$ cat src/rtl/zork_pkg.sv
// Shared types and default constants for the maze game: direction encoding,
// movement FSM states, and grid/key/exit/start/budget defaults.
package zork_pkg;

    typedef enum logic [2:0] {
        DIR_NONE,
        DIR_UP,
        DIR_DOWN,
        DIR_LEFT,
        DIR_RIGHT
    } dir_e;

    typedef enum logic {
        PLAY,
        FROZEN
    } move_state_e;

    localparam int unsigned DEF_GRID_W    = 8;
    localparam int unsigned DEF_GRID_H    = 8;
    localparam int unsigned DEF_START_X   = 0;
    localparam int unsigned DEF_START_Y   = 0;
    localparam int unsigned DEF_KEY_X     = 5;
    localparam int unsigned DEF_KEY_Y     = 2;
    localparam int unsigned DEF_EXIT_X    = 7;
    localparam int unsigned DEF_EXIT_Y    = 7;
    localparam int unsigned DEF_MAX_STEPS = 40;
    localparam int unsigned DEF_STEP_W    = 6;

    // Anything other than exactly one pulse decodes to DIR_NONE.
    function automatic dir_e decode_dir(input logic [3:0] udlr);
        case (udlr)
            4'b1000: decode_dir = DIR_UP;
            4'b0100: decode_dir = DIR_DOWN;
            4'b0010: decode_dir = DIR_LEFT;
            4'b0001: decode_dir = DIR_RIGHT;
            default: decode_dir = DIR_NONE;
        endcase
    endfunction

endpackage

$ cat src/rtl/exit_timer.sv
// Exit timer: prescaler over CLK_HZ cycles feeding a seconds counter; sticky
// timeout once TIMEOUT_S seconds of enabled time have elapsed.
module exit_timer #(
    parameter int unsigned CLK_HZ    = 50000000,
    parameter int unsigned TIMEOUT_S = 15
) (
    input  logic clk,
    input  logic rst,
    input  logic enable,
    output logic timeout
);

    localparam int unsigned PW = (CLK_HZ > 1) ? $clog2(CLK_HZ) : 1;
    localparam int unsigned SW = $clog2(TIMEOUT_S + 1);
    localparam logic [PW-1:0] PRESC_LAST = PW'(CLK_HZ - 1);
    localparam logic [SW-1:0] SEC_LAST   = SW'(TIMEOUT_S);

    logic [PW-1:0] presc;
    logic [SW-1:0] seconds;
    logic          tick;

    assign tick = enable && (presc == PRESC_LAST);

    always_ff @(posedge clk) begin
        if (rst) begin
            presc   <= '0;
            seconds <= '0;
            timeout <= 1'b0;
        end else if (enable && !timeout) begin
            if (tick) begin
                presc   <= '0;
                seconds <= seconds + 1'b1;
                if (seconds + 1'b1 == SEC_LAST) timeout <= 1'b1;
            end else begin
                presc <= presc + 1'b1;
            end
        end
    end

endmodule

$ cat src/rtl/player_tracker.sv
// Player position tracker and step budget with exit timer.
// Optional ZORK_WALL_COST_EN: moves blocked by the grid edge still cost a step.
module player_tracker
    import zork_pkg::*;
#(
    parameter int unsigned GRID_W    = DEF_GRID_W,
    parameter int unsigned GRID_H    = DEF_GRID_H,
    parameter int unsigned START_X   = DEF_START_X,
    parameter int unsigned START_Y   = DEF_START_Y,
    parameter int unsigned KEY_X     = DEF_KEY_X,
    parameter int unsigned KEY_Y     = DEF_KEY_Y,
    parameter int unsigned EXIT_X    = DEF_EXIT_X,
    parameter int unsigned EXIT_Y    = DEF_EXIT_Y,
    parameter int unsigned MAX_STEPS = DEF_MAX_STEPS,
    parameter int unsigned STEP_W    = DEF_STEP_W,
    parameter int unsigned CLK_HZ    = 50000000,
    parameter int unsigned TIMEOUT_S = 15
) (
    input  logic                      clk_50MHz_i,
    input  logic                      rst_sync_ha_i,
    input  logic                      up_i,
    input  logic                      down_i,
    input  logic                      left_i,
    input  logic                      right_i,
    input  logic                      enable_count_last,
    output logic [$clog2(GRID_W)-1:0] pos_x_o,
    output logic [$clog2(GRID_H)-1:0] pos_y_o,
    output logic [STEP_W-1:0]         steps_left_o,
    output logic                      move_ack_o,
    output logic                      in_key_pos,
    output logic                      in_exit_pos,
    output logic                      out_of_steps,
    output logic                      timeout_15s
);

    localparam int unsigned XW = $clog2(GRID_W);
    localparam int unsigned YW = $clog2(GRID_H);
    localparam logic [XW-1:0] X_MAX   = XW'(GRID_W - 1);
    localparam logic [YW-1:0] Y_MAX   = YW'(GRID_H - 1);
    localparam logic [XW-1:0] X_START = XW'(START_X);
    localparam logic [YW-1:0] Y_START = YW'(START_Y);
    localparam logic [XW-1:0] X_KEY   = XW'(KEY_X);
    localparam logic [YW-1:0] Y_KEY   = YW'(KEY_Y);
    localparam logic [XW-1:0] X_EXIT  = XW'(EXIT_X);
    localparam logic [YW-1:0] Y_EXIT  = YW'(EXIT_Y);
    localparam logic [STEP_W-1:0] STEPS_INIT = STEP_W'(MAX_STEPS);

    move_state_e   state;
    dir_e          dir;
    logic [XW-1:0] next_x;
    logic [YW-1:0] next_y;
    logic          accept;
    logic          blocked;
    logic          use_step;

    always_comb begin
        dir     = decode_dir({up_i, down_i, left_i, right_i});
        next_x  = pos_x_o;
        next_y  = pos_y_o;
        accept  = 1'b0;
        blocked = 1'b0;
        unique case (dir)
            DIR_UP:    if (pos_y_o != '0)   begin next_y = pos_y_o - 1'b1; accept = 1'b1; end
                       else blocked = 1'b1;
            DIR_DOWN:  if (pos_y_o != Y_MAX) begin next_y = pos_y_o + 1'b1; accept = 1'b1; end
                       else blocked = 1'b1;
            DIR_LEFT:  if (pos_x_o != '0)   begin next_x = pos_x_o - 1'b1; accept = 1'b1; end
                       else blocked = 1'b1;
            DIR_RIGHT: if (pos_x_o != X_MAX) begin next_x = pos_x_o + 1'b1; accept = 1'b1; end
                       else blocked = 1'b1;
            default: ;
        endcase
`ifdef ZORK_WALL_COST_EN
        use_step = accept || blocked;
`else
        use_step = accept;
`endif
    end

    always_ff @(posedge clk_50MHz_i) begin
        if (rst_sync_ha_i) begin
            state        <= PLAY;
            pos_x_o      <= X_START;
            pos_y_o      <= Y_START;
            steps_left_o <= STEPS_INIT;
            move_ack_o   <= 1'b0;
            in_key_pos   <= (X_START == X_KEY) && (Y_START == Y_KEY);
            in_exit_pos  <= (X_START == X_EXIT) && (Y_START == Y_EXIT);
            out_of_steps <= 1'b0;
        end else begin
            move_ack_o <= 1'b0;
            unique case (state)
                PLAY: begin
                    // Once the FSM reports the exit phase, the player is done moving.
                    if (enable_count_last) begin
                        state <= FROZEN;
                    end else begin
                        if (accept) begin
                            pos_x_o     <= next_x;
                            pos_y_o     <= next_y;
                            move_ack_o  <= 1'b1;
                            in_key_pos  <= (next_x == X_KEY) && (next_y == Y_KEY);
                            in_exit_pos <= (next_x == X_EXIT) && (next_y == Y_EXIT);
                        end
                        if (use_step && steps_left_o != '0) begin
                            steps_left_o <= steps_left_o - 1'b1;
                            if (steps_left_o == STEP_W'(1)) begin
                                out_of_steps <= 1'b1;
                                state        <= FROZEN;
                            end
                        end
                    end
                end
                FROZEN: ;
                default: state <= FROZEN;
            endcase
        end
    end

    exit_timer #(
        .CLK_HZ   (CLK_HZ),
        .TIMEOUT_S(TIMEOUT_S)
    ) u_exit_timer (
        .clk    (clk_50MHz_i),
        .rst    (rst_sync_ha_i),
        .enable (enable_count_last),
        .timeout(timeout_15s)
    );

endmodule

$ cat config.mk
export PLATFORM = sky130hd
export DESIGN_NAME = player_tracker
export DESIGN_NICKNAME = d
export VERILOG_FILES = /design/src/rtl/zork_pkg.sv /design/src/rtl/exit_timer.sv /design/src/rtl/player_tracker.sv
export SDC_FILE = /design/constraint.sdc
export NUM_CORES = 1
export LEC_CHECK = 0
export CAP_MARGIN = 20
export CORE_MARGIN = 1
export CORE_UTILIZATION = 55
export DETAILED_ROUTE_END_ITERATION = 6
export GPL_TIMING_DRIVEN = 0
export PLACE_DENSITY = 0.83
export SLEW_MARGIN = 15
export SYNTH_ARGS = -nofsm -noshare
export SYNTH_HDL_FRONTEND = slang
export SYNTH_HIERARCHICAL = 1
export SYNTH_SLANG_ARGS = --single-unit
export TNS_END_PERCENT = 30
$ cat constraint.sdc
create_clock -name clk_50MHz_i -period 3.3 [get_ports clk_50MHz_i]
set_input_delay 0.66 -clock clk_50MHz_i [delete_from_list [all_inputs] [get_ports clk_50MHz_i]]
set_output_delay 0.66 -clock clk_50MHz_i [all_outputs]
set_load 0.02 [all_outputs]
# Yosys cells after proc, flatten, opt, wreduce, memory -nomap -nowiden
# Index checks and enable logic that the tools add are counted.
# Widths: inputs -> output; s select.
dict set report classes {
  n_reduce_logical 15
  n_addsub 7
  n_eq_ne 17
  n_mux 18
  bitwise_logic 2
}
# operator n
set ops {}
lappend ops {{$add 26x1->26 const B} 1}
lappend ops {{$eq 26x26->1 const B} 1}
lappend ops {{$mux 26} 1}
lappend ops {{$eq 3x3->1 const B} 4}
lappend ops {{$mux 3} 4}
lappend ops {{$pmux 3 s2} 2}
lappend ops {{$pmux 3 s4} 1}
lappend ops {{$eq 3x2->1 const B} 3}
lappend ops {{$mux 1} 9}
lappend ops {{$reduce_and 3->1} 3}
lappend ops {{$eq 4x4->1 const B} 2}
lappend ops {{$add 3x1->3 const B} 2}
lappend ops {{$eq 6x1->1 const B} 1}
lappend ops {{$ne 3x3->1 const B} 2}
lappend ops {{$reduce_bool 3->1} 2}
lappend ops {{$reduce_bool 6->1} 1}
lappend ops {{$sub 3x1->3 const B} 2}
lappend ops {{$sub 6x1->6 const B} 1}
lappend ops {{$logic_and 1x1->1} 5}
lappend ops {{$add 4x1->4 const B} 1}
lappend ops {{$eq 4x1->1 const B} 1}
lappend ops {{$eq 4x2->1 const B} 1}
lappend ops {{$eq 4x3->1 const B} 1}
lappend ops {{$pmux 1 s4} 1}
lappend ops {{other kinds (6)} 7}
dict set report totals {
  out_inout_bits 17
  register_bits 48
  input_bits 7
  elab_cells 70
}

# Depth between registers and ports, before layout
dict set report depth {
  depth_word 8
  ltp_mapped 8
}

# Hierarchy
# The synthesis kept the hierarchy.
# module n_inst cells_per_inst area_each_um2
set by_module_without_submodules {}
lappend by_module_without_submodules {exit_timer 1 187 1599.0}
lappend by_module_without_submodules {player_tracker 1 128 1088.5}

# Worst setup path after synthesis
# OpenSTA, ideal clock, no wires.
dict set report synth_timing {
  kind {input to register}
  from {input port down_i}
  to {register steps_left_o[2]}
  arrival_time_ns 2.221
  path_slack_ns 1.008
  stages 6
  setup_time_ns 0.071
  t_required_ns 3.229
  path_cell_list {or4b_4 -> o2bb2ai_4 -> o31ai_2 -> buf_6 -> or4_1 -> a21oi_1}
}
dict set report synth_via {
  elab_chain_len 6
  elab_cells_between_ends 12
  cone_classes {eq/ne: 8; mux: 2; reduce/logical: 2}
}
# item line_no
set synth_lines {}
lappend synth_lines {{start: declaration} player_tracker.sv:22} ;# input logic down_i,
lappend synth_lines {{$eq 4x1->1 (tied with other cells)} zork_pkg.sv:31} ;# case (udlr)
lappend synth_lines {{$pmux 3 s4 (*)} zork_pkg.sv:31}
lappend synth_lines {{$eq 3x3->1 (tied with other cells)} player_tracker.sv:62} ;# unique case (dir)
lappend synth_lines {{$pmux 1 s4 (*)} player_tracker.sv:62}
lappend synth_lines {{$logic_and 1x1->1 (*)} player_tracker.sv:105} ;# if (use_step && steps_left_o != '0) begin
lappend synth_lines {{$reduce_and 3->1 (no line) (*)} n/a}
lappend synth_lines {{end signal: assignment} player_tracker.sv:106} ;# steps_left_o <= steps_left_o - 1'b1;
lappend synth_lines {{end: declaration} player_tracker.sv:28} ;# output logic [STEP_W-1:0] steps_left_o,
# Mark *: on every way between the ends. The rest lies on a longest branch, timed or not.
# A chain may end at the register's enable or synchronous reset.

# Worst setup path in the final report
dict set report layout_timing {
  from {input port left_i}
  to {register steps_left_o[2]}
}
dict set report layout_via {
  elab_chain_len 6
  elab_cells_between_ends 12
  cone_classes {eq/ne: 8; mux: 2; reduce/logical: 2}
}
# item line_no
set layout_lines {}
lappend layout_lines {{start: declaration} player_tracker.sv:23} ;# input logic left_i,
lappend layout_lines {{$eq 4x1->1 (tied with other cells)} zork_pkg.sv:31}
lappend layout_lines {{$pmux 3 s4 (*)} zork_pkg.sv:31}
lappend layout_lines {{$eq 3x3->1 (tied with other cells)} player_tracker.sv:62}
lappend layout_lines {{$pmux 1 s4 (*)} player_tracker.sv:62}
lappend layout_lines {{$logic_and 1x1->1 (*)} player_tracker.sv:105}
lappend layout_lines {{$reduce_and 3->1 (no line) (*)} n/a}
# Marked as above.

==> results.tsv <==
metric	value	unit
Vias/cell	5.94	
Num CTS Buffers	5	
DIE AREA	0.00517	mm2
Die Wd	71.9	um
worst hold path type	reg -> reg	
ys flop type	dfxtp_1	
CP Capture Type	register	
Req. time, crit path	3530	ps
Post-Place Setup Slack	311	ps
I/O pin count	24	
PwrDens	333	mW/mm2
Pins Over Slew Limit	0	
Design Power	1.03	mW
final core occ	65.5	%
drt first pass iters	4	
Setup crit start kind	primary input	
Post-Route WL	5840	um
final hold vios	0	
Antenna Cells	0	
Clock Latency Late Sink	300	ps
WL per Instance	14.2	um
Post-Syn Area	0.00269	mm2
Core Box Area	0.00472	mm2
RSZ-0062 raised after global routing	no	
fin cells	412	
buffer count from post-CTS setup fixing	0	
asr flop ratio synth	0	%
Rows	25	
Final GP Congestion	0.817	
Hold Slack	484	ps
share of cells above drive strength 1	8.41	%
Yosys top cell by area	dfxtp_1	
largest net degree at the start of global routing	15	
Max Cap Viol	0	
crit path kind	in -> reg	
Clock Tree Root	clkbuf_8	
clock sink total	48	
most frequent cells in the layout	dfxtp_1, nor2_1, a21oi_1	
number of global-route vias before repair	2274	
synth unique cells	55	
Seq/Total Area, Yosys	35.8	%
min Tclk post-route	2690	ps
via count	2449	
CP Data Arrival Time	2920	ps
CTS H-tree lvls	2	
setup ws final	611	ps
Post-Synthesis Cells	315	
Worst-path clk slew	90	ps
critical-path maximum fanout	10	
status	complete, no violations	
final instance area	0.00309	mm2
Tcrit/Tclk final	81.5	%
die height	71.9	um
worst-margin pin slew	574	ps
setup tns final	0	ps
worst-case clock buffer depth	2	
Seq cells post-synth	48	
CTS tree	done	
Area growth syn-to-layout	15.1	%
f_max	372	MHz
DP Cell Count	405	
first-pass GRT wire length	9830	um
GR Util All Layers	23.5	%
Post-synth EDFFs	0	
initial antenna violation count	0	
Detail Route Antenna Nets	0	
# resized after CTS	0	
top-area cell type share of the netlist area	35.8	%
Initial Util	56.9	%
leakage	1.03	nW
Final #Nets	363	
Synth Area per Inst	8.53	um2
Max VDD drop	0.208	mV
gr ovfl total	0	
Placed Instance Area	0.00300	mm2
fillcell total	389	
DRC	0	
port bufs	23	
DPL Wire Length	4310	um
Iteration-0 DRC Markers	128	
Setup Skew	7.13	ps
Max-Slew Margin vs Limit	61.2	%
Post-Syn Nets	333	
Hold Buf Count CTS	0	
Yosys warnings	6	
top post-synthesis cells by area	dfxtp_1, ha_1, a21oi_1	
final setup violation count	0	
R2R Setup Slk	1050	ps
commonest non-fill, non-tap cell in the layout	dfxtp_1	
metal layers:
layer | GRT usage [%] | vias up | part of all wire [%]
li1 | - | 1238 | -
met1 | 32.5 | 1177 | 51
met2 | 38.5 | 30 | 46
met3 | 3.75 | 4 | 2.6
met4 | 5.88 | 0 | 0.70
met5 | 0 | - | 0
final cells by class:
type	count	area, um2	share of cell area, %
multi-input cells	241	1610	51.9
flip-flops and latches	48	961	31.1
repair buffers	23	230	7.44
well taps	67	83.8	2.71
clock buffers	6	82.6	2.67
plain buffers	12	68.8	2.22
inverters	14	52.6	1.70
clock inverters	1	8.76	0.283
state kept, by name, indices dropped and copies added, names as in the netlist:
register,flops
in_exit_pos,1
move_ack_o,1
u_exit_timer/presc,26
state,1
out_of_steps,1
u_exit_timer/seconds,4
in_key_pos,1
steps_left_o,6
pos_x_o,3
pos_y_o,3
u_exit_timer/timeout,1
worst paths after layout:
path,from,to,cells past startpoint
worst max-delay path,left_i,steps_left_o[2]$_SDFFE_PP0P_,7
worst min-delay path,u_exit_timer/presc[22]$_SDFFE_PP0P_,u_exit_timer/presc[22]$_SDFFE_PP0P_,2
worst min register to register,u_exit_timer/presc[22]$_SDFFE_PP0P_,u_exit_timer/presc[22]$_SDFFE_PP0P_,2
worst max register to register,pos_x_o[0]$_SDFFE_PP0P_,steps_left_o[3]$_SDFFE_PP1P_,7
cell families (layout without fill, tap and decap cells):
| family | after synthesis | in the layout | share of synthesized area, % |
|---|---|---|---|
| AOI/OAI and AO/OA | 74 | 74 | 17.8 |
| xor gates and xnor gates | 16 | 16 | 5.21 |
| adders and majority gates | 11 | 11 | 5.12 |
| buffers and inverters | 26 | 56 | 4.52 |
| DFF | 48 | 48 | 35.8 |
| muxes | 2 | 2 | 0.745 |
| and+or+nand+nor | 138 | 138 | 30.8 |
worst max-delay path, stage by stage:
cell,delay [ps]
clkdlybuf4s50_1,560
nor4b_2,420
and2_0,380
o31ai_2,130
buf_6,170
or4_1,470
a21oi_1,130
power breakdown:
group	switching, mW	total, mW	leakage, nW	internal, mW
Clock	0.192	0.359	0.0473	0.167
Sequential	0.00711	0.593	0.388	0.586
Combinational	0.0455	0.0791	0.592	0.0336
synth_stat cells, drive strengths merged, types with 5 or more instances:
| cell type | number |
|---|---|
| dfxtp | 48 |
| a21oi | 26 |
| nor2 | 26 |
| o21ai | 17 |
| nand2 | 16 |
| nand3 | 16 |
| o31ai | 15 |
| inv | 14 |
| or3 | 14 |
| or4 | 12 |
| ha | 11 |
| nand4 | 11 |
| xor2 | 9 |
| buf | 7 |
| xnor2 | 7 |
| and3 | 6 |
| nor3 | 6 |
| and4 | 5 |
| clkbuf | 5 |
(Power assumes the default switching activity.)
==> variant, RTL diff (same flow settings) <==
Reset style: asynchronous (`rst` and `rst_sync_ha_i`), changed in 2 clocked blocks.
--- a/src/rtl/exit_timer.sv
+++ b/src/rtl/exit_timer.sv
@@ -21,7 +21,7 @@
 
     assign tick = enable && (presc == PRESC_LAST);
 
-    always_ff @(posedge clk) begin
+    always_ff @(posedge clk or posedge rst) begin
         if (rst) begin
             presc   <= '0;
             seconds <= '0;
--- a/src/rtl/player_tracker.sv
+++ b/src/rtl/player_tracker.sv
@@ -77,7 +77,7 @@
 `endif
     end
 
-    always_ff @(posedge clk_50MHz_i) begin
+    always_ff @(posedge clk_50MHz_i or posedge rst_sync_ha_i) begin
         if (rst_sync_ha_i) begin
             state        <= PLAY;
             pos_x_o      <= X_START;
Check against the original RTL: differs if rst_sync_ha_i is asserted again (counterexample within 4 cycles, from zero or initial values and one cycle with rst_sync_ha_i high); with rst_sync_ha_i held inactive, the same outputs for 10 cycles.
==> variant against the unedited design <==
  * Utilization up 1.0 points
  * Critical path type unchanged
  * Maximum frequency up 0.94%
  * First-iteration DRC count down 2.3%
  * Synthesized area up 5.5%
  * Worst setup slack better by 0.025 ns
  * Routed wire length up 0.69%
  * Sequential share of layout area up 6.2 points
  * Sequential cell count unchanged
  * Cell area up 4.3%
  * Clock skew up 0.0088 ns
Power is not compared: it rests on default switching activity, and its combinational part moved more than twofold at a synthesized area within 25%.
==> variant: results <==
export IMPL_wl_met3_um=341
export IMPL_place_inst=378
export IMPL_syn_area_per_cell_um2=9.81
export IMPL_synth_compound_area_frac=0.138
export IMPL_slew_headroom=0.459
export IMPL_wl_met1_um=2710
export IMPL_post_route_period_util=0.807
export IMPL_arrival_ns=2.85
export IMPL_hold_ws_ns=0.481
export IMPL_stdcell_count=386
export IMPL_r2r_end="steps_left_o[4]"
export IMPL_synthesis_nets=307
export IMPL_ys_types=60
export IMPL_cp_max_fo=8
export IMPL_startpoint="down_i"
export IMPL_status="finished, final reports clean"
export IMPL_place_congestion=0.907
export IMPL_gr_usage_met3=0.0453
export IMPL_grt_pass1_wl_um=9820
export IMPL_drt_wirelength_per_cell_um=15.2
export IMPL_synthAdderAreaFrac=0.0485
export IMPL_io_buffer_count=22
export IMPL_synthXorXnorAreaFrac=0.0803
export IMPL_seq_area_um2=1200
export IMPL_met2_length_um=2730
export IMPL_fillers=414
export IMPL_synth_area_leaders="dfrtp_1 41%, ha_1 4.9%, xnor2_1 4.6%"
export IMPL_synth_mux_area_frac=0.0150
export IMPL_seq_area_frac_synth=0.424
export IMPL_async_flop_share=1.00
export IMPL_grt_pass1_vias=2197
export IMPL_min_to="u_exit_timer/presc[25]"
export IMPL_worstReg2RegStart="pos_y_o[0]"
export IMPL_use_met1=0.325
export IMPL_min_path_cells=1
export IMPL_nets=336
export IMPL_place_ws_ns=0.301
export IMPL_min_from="u_exit_timer/presc[25]"
export IMPL_drtIter0Drc=125
export IMPL_place_area_um2=3140
export IMPL_routed_via_density=5.92
export IMPL_dp_hpwl_um=4230
export IMPL_synth_common_cells="46 x dfrtp_1, 26 x nand2_1, 23 x inv_1"
export IMPL_skew_ns=0.0159
[variant: changes by cell type after synthesis, moves of 5 or more]
cell and change:
xnor2_1 +8, o31ai_1 -8, o21ai_0 -6, dfrtp_1 +46, nand2_1 +10, inv_1 +9, dfxtp_1 -48, nor2_1 -13
or4_1 -6, nor3_1 +7, a21oi_1 -16, nor4_1 +5
[variant: cell families (layout without fill, tap and decap cells)]
group / after synthesis / in the layout
mux: 4 / 4
compound gates: 50 / 50
buf+inv: 29 / 59
flops: 48 / 48
simple gates: 121 / 121
xor+xnor: 26 / 26
fa+ha+maj: 11 / 11
[variant: area by class of cell]
class / instances / share of cell area
Clock buffer: 6 / 0.0225
Multi-Input combinational cell: 212 / 0.465
Timing Repair Buffer: 22 / 0.0683
Tap cell: 67 / 0.0260
Inverter: 23 / 0.0268
Buffer: 6 / 0.0147
Clock inverter: 2 / 0.00388
Sequential cell: 48 / 0.373
[variant: power by group through the flow]
stage	sequential, µW	clock [µW]	combinational [µW]
after floorplan	689	0	127
after global placement	691	0	179
after detailed placement	693	0	184
after CTS	682	356	185
after global routing	691	376	207
final	682	344	184
[variant: worst reg2reg max path: stages, from the launching register on]
cell,delay [ns]
dfrtp_1,0.43
inv_1,0.12
ha_1,0.22
and2b_2,0.23
o32ai_4,0.34
o211ai_4,0.17
or4_1,0.47
xnor2_1,0.15
[variant: worst max path at each step]
stage                      end  cells past startpoint
3_3_place_gp   steps_left_o[4]                      6
4_1_cts        steps_left_o[4]                      6
6_report       steps_left_o[4]                      6
2_1_floorplan  steps_left_o[4]                      6
5_1_grt        steps_left_o[4]                      6
3_5_place_dp   steps_left_o[4]                      6
